$ cat src/rtl/package_settings.sv
// ---------------------------------------------------------------------------
// package_settings
// Shared settings for the CORDIC datapath and its request scheduler.
//   FULL_SIZE      : operand / result width of the cordic kernel
//   CORDIC_LATENCY : kernel cycles from krn_enable to krn_out_valid
//   ID_W_MAX       : width of the requester id carried in a response entry
//   resp_entry_t   : one response FIFO entry {i, q, theta, id}
//   id_width()     : requester id width for a given requester count
// ---------------------------------------------------------------------------
package package_settings;

   localparam int FULL_SIZE      = 16;
   localparam int CORDIC_LATENCY = 4;
   localparam int ID_W_MAX       = 8;

   typedef struct packed {
      logic [FULL_SIZE-1:0] i;
      logic [FULL_SIZE-1:0] q;
      logic [FULL_SIZE-1:0] theta;
      logic [ID_W_MAX-1:0]  id;
   } resp_entry_t;

   // A single requester still needs a one-bit id field.
   function automatic int id_width(input int n);
      return (n > 1) ? $clog2(n) : 1;
   endfunction

endpackage

$ cat src/rtl/cordic_scheduler_if.sv
// ---------------------------------------------------------------------------
// cordic_scheduler_if
// Requester and response handshake bundle of the cordic scheduler.
//   req_valid/req_ready       : per-requester request handshake
//   req_data_i/req_data_q     : per-requester operands
//   rsp_valid/rsp_ready       : response handshake
//   rsp_i/rsp_q/rsp_theta/id  : response fields and originating requester
// Modports: master = requesters + response consumer, slave = scheduler.
// ---------------------------------------------------------------------------
interface cordic_scheduler_if
   import package_settings::*;
#(
   parameter int NUM_REQ = 4
);

   localparam int ID_W = id_width(NUM_REQ);

   logic [NUM_REQ-1:0]                req_valid;
   logic [NUM_REQ-1:0]                req_ready;
   logic [NUM_REQ-1:0][FULL_SIZE-1:0] req_data_i;
   logic [NUM_REQ-1:0][FULL_SIZE-1:0] req_data_q;

   logic                 rsp_valid;
   logic                 rsp_ready;
   logic [FULL_SIZE-1:0] rsp_i;
   logic [FULL_SIZE-1:0] rsp_q;
   logic [FULL_SIZE-1:0] rsp_theta;
   logic [ID_W-1:0]      rsp_id;

   modport master (
      output req_valid, req_data_i, req_data_q, rsp_ready,
      input  req_ready, rsp_valid, rsp_i, rsp_q, rsp_theta, rsp_id
   );

   modport slave (
      input  req_valid, req_data_i, req_data_q, rsp_ready,
      output req_ready, rsp_valid, rsp_i, rsp_q, rsp_theta, rsp_id
   );

endinterface

$ cat src/rtl/cordic_resp_fifo.sv
// ---------------------------------------------------------------------------
// cordic_resp_fifo
// First-word-fall-through response FIFO.
//   clk, reset : clock, synchronous active-high reset
//   push/data  : write request and entry (ignored when full without a pop)
//   pop        : read request (ignored when empty)
//   head       : current head entry, all-zero while empty
//   empty      : no entry stored
//   count      : number of stored entries (0..DEPTH)
// DEPTH must be a power of two so the pointers wrap naturally.
// ---------------------------------------------------------------------------
module cordic_resp_fifo #(
   parameter int  DEPTH   = 16,
   parameter type entry_t = logic [7:0]
) (
   input  logic                   clk,
   input  logic                   reset,
   input  logic                   push,
   input  entry_t                 push_data,
   input  logic                   pop,
   output entry_t                 head,
   output logic                   empty,
   output logic [$clog2(DEPTH):0] count
);

   localparam int AW = $clog2(DEPTH);

   entry_t        mem_r [DEPTH];
   logic [AW-1:0] wr_ptr_r;
   logic [AW-1:0] rd_ptr_r;
   logic [AW:0]   count_r;
   logic          empty_s;
   logic          full_s;
   logic          push_ok_s;
   logic          pop_ok_s;

   assign empty_s   = (count_r == (AW+1)'(0));
   assign full_s    = (count_r == (AW+1)'(DEPTH));
   assign pop_ok_s  = pop & ~empty_s;
   // A push into a full FIFO is accepted only if a pop frees the slot.
   assign push_ok_s = push & (~full_s | pop_ok_s);

   // Entry storage; contents are don't-care until written.
   always_ff @(posedge clk) begin
      if (push_ok_s) begin
         mem_r[wr_ptr_r] <= push_data;
      end
   end

   // Read/write pointers and occupancy.
   always_ff @(posedge clk) begin
      if (reset) begin
         wr_ptr_r <= '0;
         rd_ptr_r <= '0;
         count_r  <= '0;
      end else begin
         if (push_ok_s) begin
            wr_ptr_r <= wr_ptr_r + AW'(1);
         end
         if (pop_ok_s) begin
            rd_ptr_r <= rd_ptr_r + AW'(1);
         end
         case ({push_ok_s, pop_ok_s})
            2'b10:   count_r <= count_r + (AW+1)'(1);
            2'b01:   count_r <= count_r - (AW+1)'(1);
            default: count_r <= count_r;
         endcase
      end
   end

   assign head  = empty_s ? entry_t'('0) : mem_r[rd_ptr_r];
   assign empty = empty_s;
   assign count = count_r;

endmodule

$ cat src/rtl/cordic_scheduler.sv
// ---------------------------------------------------------------------------
// cordic_scheduler
// Shares one pipelined cordic kernel between NUM_REQ requesters and returns
// results in issue order through a response FIFO.
//   clk, reset          : clock, synchronous active-high reset (kernel too)
//   bus (slave)         : request handshakes/operands, response handshake
//   krn_data_i/q        : registered operands to the kernel
//   krn_enable          : registered kernel input valid
//   krn_out_i/q/theta   : kernel results
//   krn_out_valid       : kernel result valid
//   err_tag             : sticky flag, kernel valid disagreed with tag valid
// Configuration macro: CORDIC_SCHED_STRICT_PRIO_EN selects fixed priority
// (lowest index wins); without it arbitration is round-robin.
// Credit (RESP_DEPTH minus in-flight minus queued) ensures every issued
// operation has a reserved FIFO slot, so the kernel is never back-pressured.
// ---------------------------------------------------------------------------
module cordic_scheduler
   import package_settings::*;
#(
   parameter int NUM_REQ     = 4,
   parameter int RESP_DEPTH  = 16,
   parameter int KRN_LATENCY = CORDIC_LATENCY
) (
   input  logic                 clk,
   input  logic                 reset,
   cordic_scheduler_if.slave    bus,
   output logic [FULL_SIZE-1:0] krn_data_i,
   output logic [FULL_SIZE-1:0] krn_data_q,
   output logic                 krn_enable,
   input  logic [FULL_SIZE-1:0] krn_out_i,
   input  logic [FULL_SIZE-1:0] krn_out_q,
   input  logic [FULL_SIZE-1:0] krn_out_theta,
   input  logic                 krn_out_valid,
   output logic                 err_tag
);

   localparam int ID_W = id_width(NUM_REQ);
   localparam int CW   = $clog2(RESP_DEPTH) + 1;

   typedef struct packed {
      logic            valid;
      logic [ID_W-1:0] id;
   } tag_t;

   logic [ID_W-1:0]      grant_idx_s;
   logic [ID_W-1:0]      cand_idx_s;
   logic                 grant_any_s;
   logic [NUM_REQ-1:0]   req_ready_s;
   logic                 xfer_s;
   logic [CW:0]          occupancy_s;
   logic                 credit_ok_s;
   logic [CW-1:0]        inflight_r;
   logic [CW-1:0]        fifo_count_s;
   logic                 krn_enable_r;
   logic [FULL_SIZE-1:0] krn_data_i_r;
   logic [FULL_SIZE-1:0] krn_data_q_r;
   logic [ID_W-1:0]      krn_id_r;
   tag_t                 tag_pipe_r [KRN_LATENCY];
   tag_t                 tag_out_s;
   logic                 err_tag_r;
   resp_entry_t          push_entry_s;
   resp_entry_t          head_s;
   logic                 empty_s;
   logic                 pop_s;
   logic                 unused_id_bits_s;

`ifdef CORDIC_SCHED_STRICT_PRIO_EN
   // Fixed priority: lowest-index valid requester wins.
   always_comb begin
      grant_any_s = 1'b0;
      grant_idx_s = '0;
      cand_idx_s  = '0;
      for (int off = 0; off < NUM_REQ; off++) begin
         cand_idx_s = ID_W'(off);
         if (!grant_any_s && bus.req_valid[cand_idx_s]) begin
            grant_any_s = 1'b1;
            grant_idx_s = cand_idx_s;
         end else begin
            grant_any_s = grant_any_s;
         end
      end
   end
`else
   logic [ID_W-1:0] last_grant_r;

   // Round-robin: search starts just after the last granted requester.
   always_comb begin
      grant_any_s = 1'b0;
      grant_idx_s = '0;
      cand_idx_s  = '0;
      for (int off = 1; off <= NUM_REQ; off++) begin
         cand_idx_s = ID_W'((int'(last_grant_r) + off) % NUM_REQ);
         if (!grant_any_s && bus.req_valid[cand_idx_s]) begin
            grant_any_s = 1'b1;
            grant_idx_s = cand_idx_s;
         end else begin
            grant_any_s = grant_any_s;
         end
      end
   end

   // Arbitration pointer, moves only when a request actually transfers.
   always_ff @(posedge clk) begin
      if (reset) begin
         last_grant_r <= ID_W'(NUM_REQ - 1);
      end else if (xfer_s) begin
         last_grant_r <= grant_idx_s;
      end
   end
`endif

   assign occupancy_s = (CW+1)'(inflight_r) + (CW+1)'(fifo_count_s);
   assign credit_ok_s = (occupancy_s < (CW+1)'(RESP_DEPTH));

   // Ready is a pure function of valid, pointer and credit (no handshake loop).
   always_comb begin
      req_ready_s = '0;
      if (!reset && credit_ok_s && grant_any_s) begin
         req_ready_s[grant_idx_s] = 1'b1;
      end else begin
         req_ready_s = '0;
      end
   end

   assign bus.req_ready = req_ready_s;
   assign xfer_s        = |(bus.req_valid & req_ready_s);

   // Kernel launch register: operands hold when nothing transfers.
   always_ff @(posedge clk) begin
      if (reset) begin
         krn_enable_r <= 1'b0;
         krn_data_i_r <= '0;
         krn_data_q_r <= '0;
         krn_id_r     <= '0;
      end else begin
         krn_enable_r <= xfer_s;
         if (xfer_s) begin
            krn_data_i_r <= bus.req_data_i[grant_idx_s];
            krn_data_q_r <= bus.req_data_q[grant_idx_s];
            krn_id_r     <= grant_idx_s;
         end
      end
   end

   assign krn_enable = krn_enable_r;
   assign krn_data_i = krn_data_i_r;
   assign krn_data_q = krn_data_q_r;

   // Tag pipeline shadowing the kernel so each result gets its requester id.
   always_ff @(posedge clk) begin
      if (reset) begin
         for (int s = 0; s < KRN_LATENCY; s++) begin
            tag_pipe_r[s] <= '0;
         end
      end else begin
         tag_pipe_r[0] <= '{valid: krn_enable_r, id: krn_id_r};
         for (int s = 1; s < KRN_LATENCY; s++) begin
            tag_pipe_r[s] <= tag_pipe_r[s-1];
         end
      end
   end

   assign tag_out_s = tag_pipe_r[KRN_LATENCY-1];

   // Sticky error when the kernel's valid disagrees with the expected tag.
   always_ff @(posedge clk) begin
      if (reset) begin
         err_tag_r <= 1'b0;
      end else if (krn_out_valid != tag_out_s.valid) begin
         err_tag_r <= 1'b1;
      end else begin
         err_tag_r <= err_tag_r;
      end
   end

   assign err_tag = err_tag_r;

   // Operations issued but not yet returned by the kernel; a spurious
   // kernel valid must not wrap the counter below zero.
   always_ff @(posedge clk) begin
      if (reset) begin
         inflight_r <= '0;
      end else begin
         case ({xfer_s, krn_out_valid && (inflight_r != CW'(0))})
            2'b10:   inflight_r <= inflight_r + CW'(1);
            2'b01:   inflight_r <= inflight_r - CW'(1);
            default: inflight_r <= inflight_r;
         endcase
      end
   end

   // Response entry assembled from the kernel result and its tag.
   always_comb begin
      push_entry_s       = '0;
      push_entry_s.i     = krn_out_i;
      push_entry_s.q     = krn_out_q;
      push_entry_s.theta = krn_out_theta;
      push_entry_s.id    = ID_W_MAX'(tag_out_s.id);
   end

   assign pop_s = ~empty_s & bus.rsp_ready;

   cordic_resp_fifo #(
      .DEPTH   (RESP_DEPTH),
      .entry_t (resp_entry_t)
   ) u_resp_fifo (
      .clk       (clk),
      .reset     (reset),
      .push      (krn_out_valid),
      .push_data (push_entry_s),
      .pop       (pop_s),
      .head      (head_s),
      .empty     (empty_s),
      .count     (fifo_count_s)
   );

   assign bus.rsp_valid = ~empty_s;
   assign bus.rsp_i     = head_s.i;
   assign bus.rsp_q     = head_s.q;
   assign bus.rsp_theta = head_s.theta;
   assign bus.rsp_id    = head_s.id[ID_W-1:0];
   // Upper id bits are always zero for this requester count.
   assign unused_id_bits_s = ^head_s.id;

endmodule

$ cat src/flat_wrapper.sv
// flat-port wrapper written by rule: the top's interface ports become plain ports
module cordic_scheduler_flat import package_settings::*;
#(
   parameter int NUM_REQ     = 4,
   parameter int RESP_DEPTH  = 16,
   parameter int KRN_LATENCY = CORDIC_LATENCY
)
  (clk, reset, krn_data_i, krn_data_q, krn_enable, krn_out_i, krn_out_q, krn_out_theta, krn_out_valid, err_tag, bus_req_valid, bus_req_data_i, bus_req_data_q, bus_rsp_ready, bus_req_ready, bus_rsp_valid, bus_rsp_i, bus_rsp_q, bus_rsp_theta, bus_rsp_id);
  cordic_scheduler_if #(.NUM_REQ(NUM_REQ)) bus_i ();
  input  logic clk;
  input  logic reset;
  output logic [FULL_SIZE-1:0] krn_data_i;
  output logic [FULL_SIZE-1:0] krn_data_q;
  output logic krn_enable;
  input  logic [FULL_SIZE-1:0] krn_out_i;
  input  logic [FULL_SIZE-1:0] krn_out_q;
  input  logic [FULL_SIZE-1:0] krn_out_theta;
  input  logic krn_out_valid;
  output logic err_tag;
  input wire logic [$bits(bus_i.req_valid)-1:0] bus_req_valid;
  input wire logic [$bits(bus_i.req_data_i)-1:0] bus_req_data_i;
  input wire logic [$bits(bus_i.req_data_q)-1:0] bus_req_data_q;
  input wire logic [$bits(bus_i.rsp_ready)-1:0] bus_rsp_ready;
  output wire logic [$bits(bus_i.req_ready)-1:0] bus_req_ready;
  output wire logic [$bits(bus_i.rsp_valid)-1:0] bus_rsp_valid;
  output wire logic [$bits(bus_i.rsp_i)-1:0] bus_rsp_i;
  output wire logic [$bits(bus_i.rsp_q)-1:0] bus_rsp_q;
  output wire logic [$bits(bus_i.rsp_theta)-1:0] bus_rsp_theta;
  output wire logic [$bits(bus_i.rsp_id)-1:0] bus_rsp_id;
  assign bus_i.req_valid = bus_req_valid;
  assign bus_i.req_data_i = bus_req_data_i;
  assign bus_i.req_data_q = bus_req_data_q;
  assign bus_i.rsp_ready = bus_rsp_ready;
  assign bus_req_ready = bus_i.req_ready;
  assign bus_rsp_valid = bus_i.rsp_valid;
  assign bus_rsp_i = bus_i.rsp_i;
  assign bus_rsp_q = bus_i.rsp_q;
  assign bus_rsp_theta = bus_i.rsp_theta;
  assign bus_rsp_id = bus_i.rsp_id;
  cordic_scheduler #(.NUM_REQ(NUM_REQ), .RESP_DEPTH(RESP_DEPTH), .KRN_LATENCY(KRN_LATENCY)) u_core (.clk(clk), .reset(reset), .bus(bus_i), .krn_data_i(krn_data_i), .krn_data_q(krn_data_q), .krn_enable(krn_enable), .krn_out_i(krn_out_i), .krn_out_q(krn_out_q), .krn_out_theta(krn_out_theta), .krn_out_valid(krn_out_valid), .err_tag(err_tag));
endmodule
$ cat config.mk
export PLATFORM = sky130hd
export DESIGN_NAME = cordic_scheduler_flat
export DESIGN_NICKNAME = d
export VERILOG_FILES = /design/src/rtl/package_settings.sv /design/src/rtl/cordic_scheduler_if.sv /design/src/rtl/cordic_resp_fifo.sv /design/src/rtl/cordic_scheduler.sv /design/src/flat_wrapper.sv
export SDC_FILE = /design/constraint.sdc
export NUM_CORES = 1
export LEC_CHECK = 0
export BUFFER_PORTS_ARGS = -buffer_cell sky130_fd_sc_hd__buf_2
export CAP_MARGIN = 20
export CELL_PAD_IN_SITES_DETAIL_PLACEMENT = 1
export CELL_PAD_IN_SITES_GLOBAL_PLACEMENT = 2
export CORE_ASPECT_RATIO = 0.7
export CORE_MARGIN = 5
export CORE_UTILIZATION = 41
export CTS_CLUSTER_SIZE = 30
export DETAILED_ROUTE_END_ITERATION = 10
export GPL_ROUTABILITY_DRIVEN = 0
export PLACE_DENSITY_LB_ADDON = 0.1
export SETUP_SLACK_MARGIN = 0.02
export SLEW_MARGIN = 25
export SYNTH_ARGS = -nofsm -noshare
export SYNTH_HDL_FRONTEND = slang
export SYNTH_SLANG_ARGS = --single-unit
$ cat constraint.sdc
create_clock -name clk -period 5.15 [get_ports clk]
set_clock_uncertainty 0.2 [all_clocks]
set_input_delay 0.515 -clock clk [delete_from_list [all_inputs] [get_ports clk]]
set_output_delay 0.515 -clock clk [all_outputs]
set_load 0.05 [all_outputs]
==> results of run 1 <==
[path summary, 6_finish.rpt]
| kind | start | to | slack [ns] | cells past startpoint |
|---|---|---|---|---|
| max | flop | bus_rsp_q[13] | 0.76 | 6 |
| min | krn_out_i[13] | u_core.u_resp_fifo.mem_r[2][47] | 0.05 | 1 |
| max reg2reg | u_core.u_resp_fifo.count[3] | u_core.inflight_r[4] | 1.50 | 11 |
| min reg2reg | u_core.tag_pipe_r[2][0] | u_core.tag_pipe_r[3][0] | 0.24 | 1 |
[metal layers]
metal	up-vias	share of wire	GRT usage
li1	8049	-	-
met1	9961	0.46	0.292
met2	387	0.48	0.325
met3	110	0.045	0.0345
met4	4	0.015	0.0373
met5	-	0.00022	0
[power breakdown]
group	leakage (nW)	switching, mW	internal (mW)	total [mW]
clock network	1.33	2.62	3.57	6.19
logic	3.89	3.67	1.81	5.48
registers	7.82	0.229	8.00	8.23
total	13.0	6.52	13.4	19.9
[state kept, by name, indices dropped and copies added, names as in the netlist, 4 cells and up, named ones only]
name	flops
u_core.u_resp_fifo.count	5
u_core.inflight_r	5
u_core.u_resp_fifo.mem_r	800
u_core.krn_data_q	16
u_core.krn_data_i	16
u_core.tag_pipe_r	12
u_core.u_resp_fifo.rd_ptr_r	4
u_core.u_resp_fifo.wr_ptr_r	4
[cell type report]
cell class	count	area (um^2)
Sequential cell	872	25500
Inverter	15	56.3
Clock inverter	42	424
Multi-Input combinational cell	774	8480
Timing Repair Buffer	357	2260
Clock buffer	116	2320
Tap cell	1125	1410
Antenna cell	2	5.00
Fill cell	7623	42300
[cell usage after synthesis, types with 32 or more instances]
cell / instances / area share
a222oi_1: 32 / 0.0093
a311oi_1: 32 / 0.0082
buf_2: 37 / 0.0054
clkbuf_1: 69 / 0.0075
dfxtp_1: 72 / 0.042
edfxtp_1: 800 / 0.70
mux2_2: 32 / 0.010
mux2i_1: 105 / 0.031
mux4_2: 169 / 0.11
nand2_1: 45 / 0.0049
nor2_1: 105 / 0.011
nor2b_1: 46 / 0.0084
o22ai_1: 51 / 0.0093
[stage by stage]
stage,worst slack (ns),utilization
floorplan,1.01,-
global placement,1.35,0.451
detailed placement,1.45,0.452
CTS,0.742,0.489
global route,0.563,0.489
finish,0.764,0.489
[worst max-delay path, delay by kind of cell, from the launching register on]
kind / cells / cell delay [ns]
simple gates: 1 / 0.05
compound gates: 2 / 0.90
flops: 1 / 0.96
mux: 1 / 0.25
buf+inv: 2 / 0.71
[kinds of logic after synthesis]
family                   synth area share
AO/OA/AOI/OAI                      0.0491
XOR/XNOR                          0.00306
adder cells (fa/ha/maj)           0.00699
buffers and inverters              0.0166
flip-flops                          0.741
multiplexers                        0.152
AND/OR/NAND/NOR                    0.0310
[repair_timing]
item	CTS	global route
hold buffers	32	0
endpoints found under the hold margin	32	0
buffers inserted	0	0
==> summary.txt, run 1 <==
Setup path
  • Setup CP Type: flop to output port
  • Data arrival time of the critical path: 3.67 ns
  • Kind of launch point of the worst setup path: flop
  • Highest cell delay on the worst timing path: 0.96 ns
  • Capturing element type of the critical path: output port
  • Required time of the worst setup path: about 4.4 ns
  • CP max stage cell: dfxtp_4
  • Cells along the critical path: buf_12, mux2i_1, nor2_1, a2111oi_0, o22ai_1, buf_2
  • Peak fanout along the critical path: ~80

Route
  • Total iterations of the first detailed-routing run: 9
  • DRC violation count after routing: 0
  • Vias: approximately 19,000
  • Initial DRC Count: 1,567
  • Number of nets with antenna violations after routing: 0
  • Routed length per instance: 27.4 um
  • Final routed wirelength across all metal layers: 90,600 um
  • Routed via count divided by cell count: 5.60

Global routing
  • Global routing usage summed across all routing layers: 0.201
  • Number of antenna violations at the first check in global routing: 5
  • Number of global-route vias before repair: roughly 20,000
  • Largest net degree at the start of global routing: 106
  • Global-route wire length before repair: 135,000 um
  • Gr ovfl total: 0

Synth
  • Total nets after synthesis: 1,982
  • Library cells used by synthesis: 47
  • Fraction of synthesis flops using an asynchronous set or reset pin: 0
  • Flip-flop and latch count after synthesis: ~870
  • Cell Area, Synth: 0.0344 mm^2
  • Synth Area per Inst: between 15 and 20 um^2
  • Main synth FF type: edfxtp_1
  • Fraction of the yosys area taken by sequential cells: 0.741
  • Synth warn: 0
  • Post-synth EDFFs: 800
  • Post-Synthesis Cells: 1,780

Run
  • Count of maximum capacitance violations: 0

Die
  • Num rows: 88
  • Width of the die: 356 um
  • DIE AREA: between 0.08 and 0.09 mm^2
  • Floorplan Core Area: 0.0827 mm^2
  • Die height: 252 um
  • # IOs: 273
  • Starting utilization of the core area: 0.415

STA
  • TNS Setup: 0 ns
  • Hold_ws: 0.0492 ns
  • Post-layout minimum cycle time: 4.39 ns
  • Max-slew violation count: 0
  • Number of setup violations in the final report: 0
  • Least-Margin Pin Slew: around 0.98 ns
  • Final Hold Vio Count: 0
  • Tcrit/Tclk final: 0.852
  • Highest clock rate: 0.228 GHz
  • Slew HR: 0.346
  • Setup repair after global routing missed its margin: no

Cells and area
  • Post-layout nets: 2,308
  • Proportion of layout cells with a drive suffix above 1: 0.308
  • Synthesis-to-finish area growth: 17.7%
  • Final instance count without filler cells: 3,303
  • Commonest non-fill, non-tap cells in the layout: edfxtp_1, buf_2, mux4_2, mux2i_1, nor2_1
  • Commonest non-fill, non-tap cell in the layout: edfxtp_1
  • Post-route cell area: 0.0404 mm^2

Power and ir drop
  • Pwr Total: 19.9 mW
  • Leakage: 13.0 nW
  • Max VDD drop: 325 uV
  • Total power density per cell area: 492 mW/mm^2

Status
  • Result of the run: finished, final reports clean

Clock tree
  • Clock slew seen by the registers of the worst setup and hold paths: about 0.060 ns
  • Total CTS buffers: 86
  • Maximum count of clock buffers along a single path: 3
  • CTS H-tree lvls: 3
  • Total of cells resized after clock tree synthesis: 0
  • Clock network latency to the later pin of the worst-skew pair: 0.64 ns
  • Number of clock sinks: 872
  • CTS tree: built
  • Root buffer cell: clkbuf_16

Worst hold path
  • Worst hold path type: input port to flop

Place
  • Placed cells: between 3,000 and 4,000
  • Final HPWL from detailed placement: ~51,000 um
  • Port bufs: 272
  • Area post-placement: 0.0373 mm^2
Power figures use the tool's default switching activity.
==> inputs of run 2 (changes only) <==
ABC_AREA = 1   (was not set)
CORE_UTILIZATION = 37   (was 41)
HOLD_SLACK_MARGIN = 0.06   (was not set)
REMOVE_ABC_BUFFERS = 1   (was not set)
==> run 2 against run 1 <==
Compared with the run above: clock power increased by 4.2%; critical path depth increased by 1; sequential cell count unchanged; sequential share of layout area decreased by 2.7 points; cell area increased by 4.5%; maximum frequency decreased by 1.7%; worst hold slack improved by 0.047 ns; power increased by 13%; setup slack got worse by 0.075 ns; sequential power about the same; synthesized cell count increased by 63%; first-iteration DRC count increased by 20%; largest power group unchanged.
==> summary.txt, run 2 <==
Status
  • Result of the run: finished, final reports clean

STA
  • Post-layout minimum cycle time: 4.46 ns
  • Highest clock rate: around 0.22 GHz
  • Number of setup violations in the final report: 0
  • Slew HR: 0.290
  • Tcrit/Tclk final: 0.866
  • Max-slew violation count: 0
  • Least-Margin Pin Slew: 1.06 ns
  • Final Hold Vio Count: 0
  • Hold_ws: 0.0960 ns
  • Setup repair after global routing missed its margin: no

Worst hold path
  • Launch point of the worst hold path: bus_req_data_i[59]
  • WHS Path Cells: 7
  • Worst hold path type: input port to flop
  • Endpoint of the worst hold path: u_core.krn_data_i[11]

Cells and area
  • Number of flip-flops in the largest register: 800
  • Post-layout nets: 3,434
  • Commonest non-fill, non-tap cell in the layout: edfxtp_1
  • Proportion of layout cells with a drive suffix above 1: 0.150
  • Synthesis-to-finish area growth: 19.9%
  • Layout Utilization: 0.448
  • Top reg by flops: u_core.u_resp_fifo.mem_r
  • Commonest non-fill, non-tap cells in the layout: edfxtp_1, nor2_1, o21ai_0, nand2_1, buf_2
  • Count of fill cells added during filler insertion: 9,869

Route
  • Routed length per instance: about 24 um
  • DRC violation count after routing: 0
  • Total iterations of the first detailed-routing run: 5
  • Routed via count divided by cell count: 5.46
  • Number of nets with antenna violations after routing: 0
  • Vias: 24,890
  • Initial DRC Count: 1,887
  • Final routed wirelength across all metal layers: 112,000 um

Synth
  • Synth warn: 0
  • Library cells used by synthesis: 36
  • Largest area contributor in the netlist: edfxtp_1
  • Cell Area, Synth: ~0.035 mm^2
  • Fraction of the yosys area taken by sequential cells: 0.722
  • Post-Synthesis Cells: between 2,000 and 3,000
  • Top post-synthesis cells by count: edfxtp_1, nor2_1, o21ai_0
  • Post-synth top area share: 0.682
  • Synth Area per Inst: 12.2 um^2
  • Largest cells by area after synthesis: edfxtp_1, o21ai_0, nor2_1
  • Fraction of synthesis flops using an asynchronous set or reset pin: 0
  • Flip-flop and latch count after synthesis: 872
  • Main synth FF type: edfxtp_1
  • Dominant cell by count in the synthesized netlist: edfxtp_1
  • Post-synth EDFFs: 800

Clock tree
  • Number of clock sinks: 872
  • Total CTS buffers: 88
  • Root buffer cell: clkbuf_16
  • CTS H-tree lvls: 3
  • CTS tree: built
  • Hold bufs inserted after CTS: 127
  • Number of setup buffers added after CTS: 0
  • Maximum count of clock buffers along a single path: 3
  • Clock network latency to the later pin of the worst-skew pair: 0.67 ns
  • Clock slew seen by the registers of the worst setup and hold paths: 0.06 ns
  • Total of cells resized after clock tree synthesis: 0

Power and ir drop
  • Leakage: 14.7 nW
  • Fraction of power spent switching nets: 0.383
  • Flop pwr share: 0.365
  • Internal power: 13.9 mW
  • Max VDD drop: 382 uV
  • Total power density per cell area: between 500 and 600 mW/mm^2
  • Net switching power: around 8.6 mW
  • Share of power burned in the clock network: 0.286
  • Share of power burned in combinational logic: 0.349
  • Pwr Total: 22.5 mW

Global routing
  • Number of antenna violations at the first check in global routing: 5
  • Global-route wire length before repair: between 150,000 and 200,000 um
  • Largest net degree at the start of global routing: 160
  • Global routing usage summed across all routing layers: 0.217
  • Number of global-route vias before repair: 26,279
  • Gr ovfl total: 0

Die
  • Die height: 268 um
  • # IOs: between 200 and 300
  • Width of the die: 379 um
  • Floorplan Core Area: roughly 0.094 mm^2
  • Starting utilization of the core area: 0.374
  • Num rows: 94
  • DIE AREA: 0.102 mm^2

Setup path
  • CP max stage cell: dfxtp_4
  • Depth of the worst register-to-register path: 16
  • Setup CP Type: flop to output port
  • Reg-to-reg critical path startpoint: u_core.last_grant_r[0]
  • Data arrival time of the critical path: 3.75 ns
  • Kind of launch point of the worst setup path: flop
  • Peak fanout along the critical path: 92
  • Cells along the critical path: inv_8, buf_4, o21ai_0, o221ai_1, o211ai_1, a21oi_1, buf_2
  • Flop-to-flop setup slack: 0.73 ns
  • Highest cell delay on the worst timing path: 0.58 ns
  • Reg2Reg Capture Point: u_core.krn_data_i[6]
  • Capturing element type of the critical path: output port
  • Required time of the worst setup path: between 4 and 5 ns
  • Buffer and inverter count on the worst path: 3
  • Top delay family on crit path: buffers and inverters

Place
  • Port bufs: 272
  • Final HPWL from detailed placement: 59,800 um

Run
  • Count of maximum capacitance violations: 0
==> run 2: per-layer routing <==
| metal | GRT usage | routed length [um] |
|---|---|---|
| met3 | 0.0315 | 4450 |
| met4 | 0.0423 | 2000 |
| met5 | 0 | 13 |
| met2 | 0.364 | 53500 |
| met1 | 0.303 | 51700 |
==> run 2: area by class of cell <==
| cell class | instances | area, um^2 | area share |
|---|---|---|---|
| antenna | 3 | 7.51 | 0.000178 |
| tap | 1248 | 1560 | 0.0370 |
| inverter | 85 | 338 | 0.00800 |
| sequential | 872 | 25500 | 0.603 |
| clock inverter | 58 | 547 | 0.0129 |
| multi-input combinational | 1731 | 8730 | 0.207 |
| clock buffer | 107 | 2320 | 0.0548 |
| timing repair buffer | 454 | 3270 | 0.0774 |
==> run 2: cell families (layout without fill, tap and decap cells) <==
logic type,after synthesis,count (layout),share of synthesized area
adders and majority gates,18,18,0.00682
other,0,3,0
and+or+nand+nor,954,954,0.107
buffers and inverters,290,704,0.0334
DFF,872,872,0.722
AOI/OAI and AO/OA,753,753,0.129
xor gates and xnor gates,6,6,0.00149
==> run 2: worst register-to-register path, delay by kind of cell (launching register included) <==
kind / cells / cell delay, ns
buf+inv: 5 / 2.14
flops: 1 / 0.56
simple gates: 11 / 1.46
==> run 2: how the worst max path moves through the flow <==
stage	slack, ns	depth (start not counted)	to
after global placement	1.45	7	bus_rsp_theta[8]
after floorplan	-12.55	5	bus_rsp_i[12]
final	0.69	7	bus_rsp_theta[8]
after CTS	0.66	7	bus_rsp_theta[8]
after detailed placement	1.45	7	bus_rsp_theta[8]
after global routing	0.35	18	u_core.krn_data_i[6]
==> run 2: power by group through the flow <==
stage | clock [mW] | combinational (mW) | sequential, mW
after global routing | 6.93 | 8.60 | 8.27
final | 6.45 | 7.86 | 8.23
after floorplan | 0 | 4.53 | 8.80
after global placement | 0 | 7.24 | 8.38
after detailed placement | 0 | 7.42 | 8.39
after CTS | 6.61 | 7.94 | 8.24
==> run 2: stage by stage <==
step,instance area (um^2),TNS (ns),instances,setup WS [ns]
2_1_floorplan,34400,-625.24,2688,-12.55
6_report,42200,0,4558,0.689
4_1_cts,42200,0,4555,0.661
5_1_grt,42200,0,4555,0.354
3_5_place_dp,38100,0,4263,1.45
3_3_place_gp,38100,0,4263,1.45
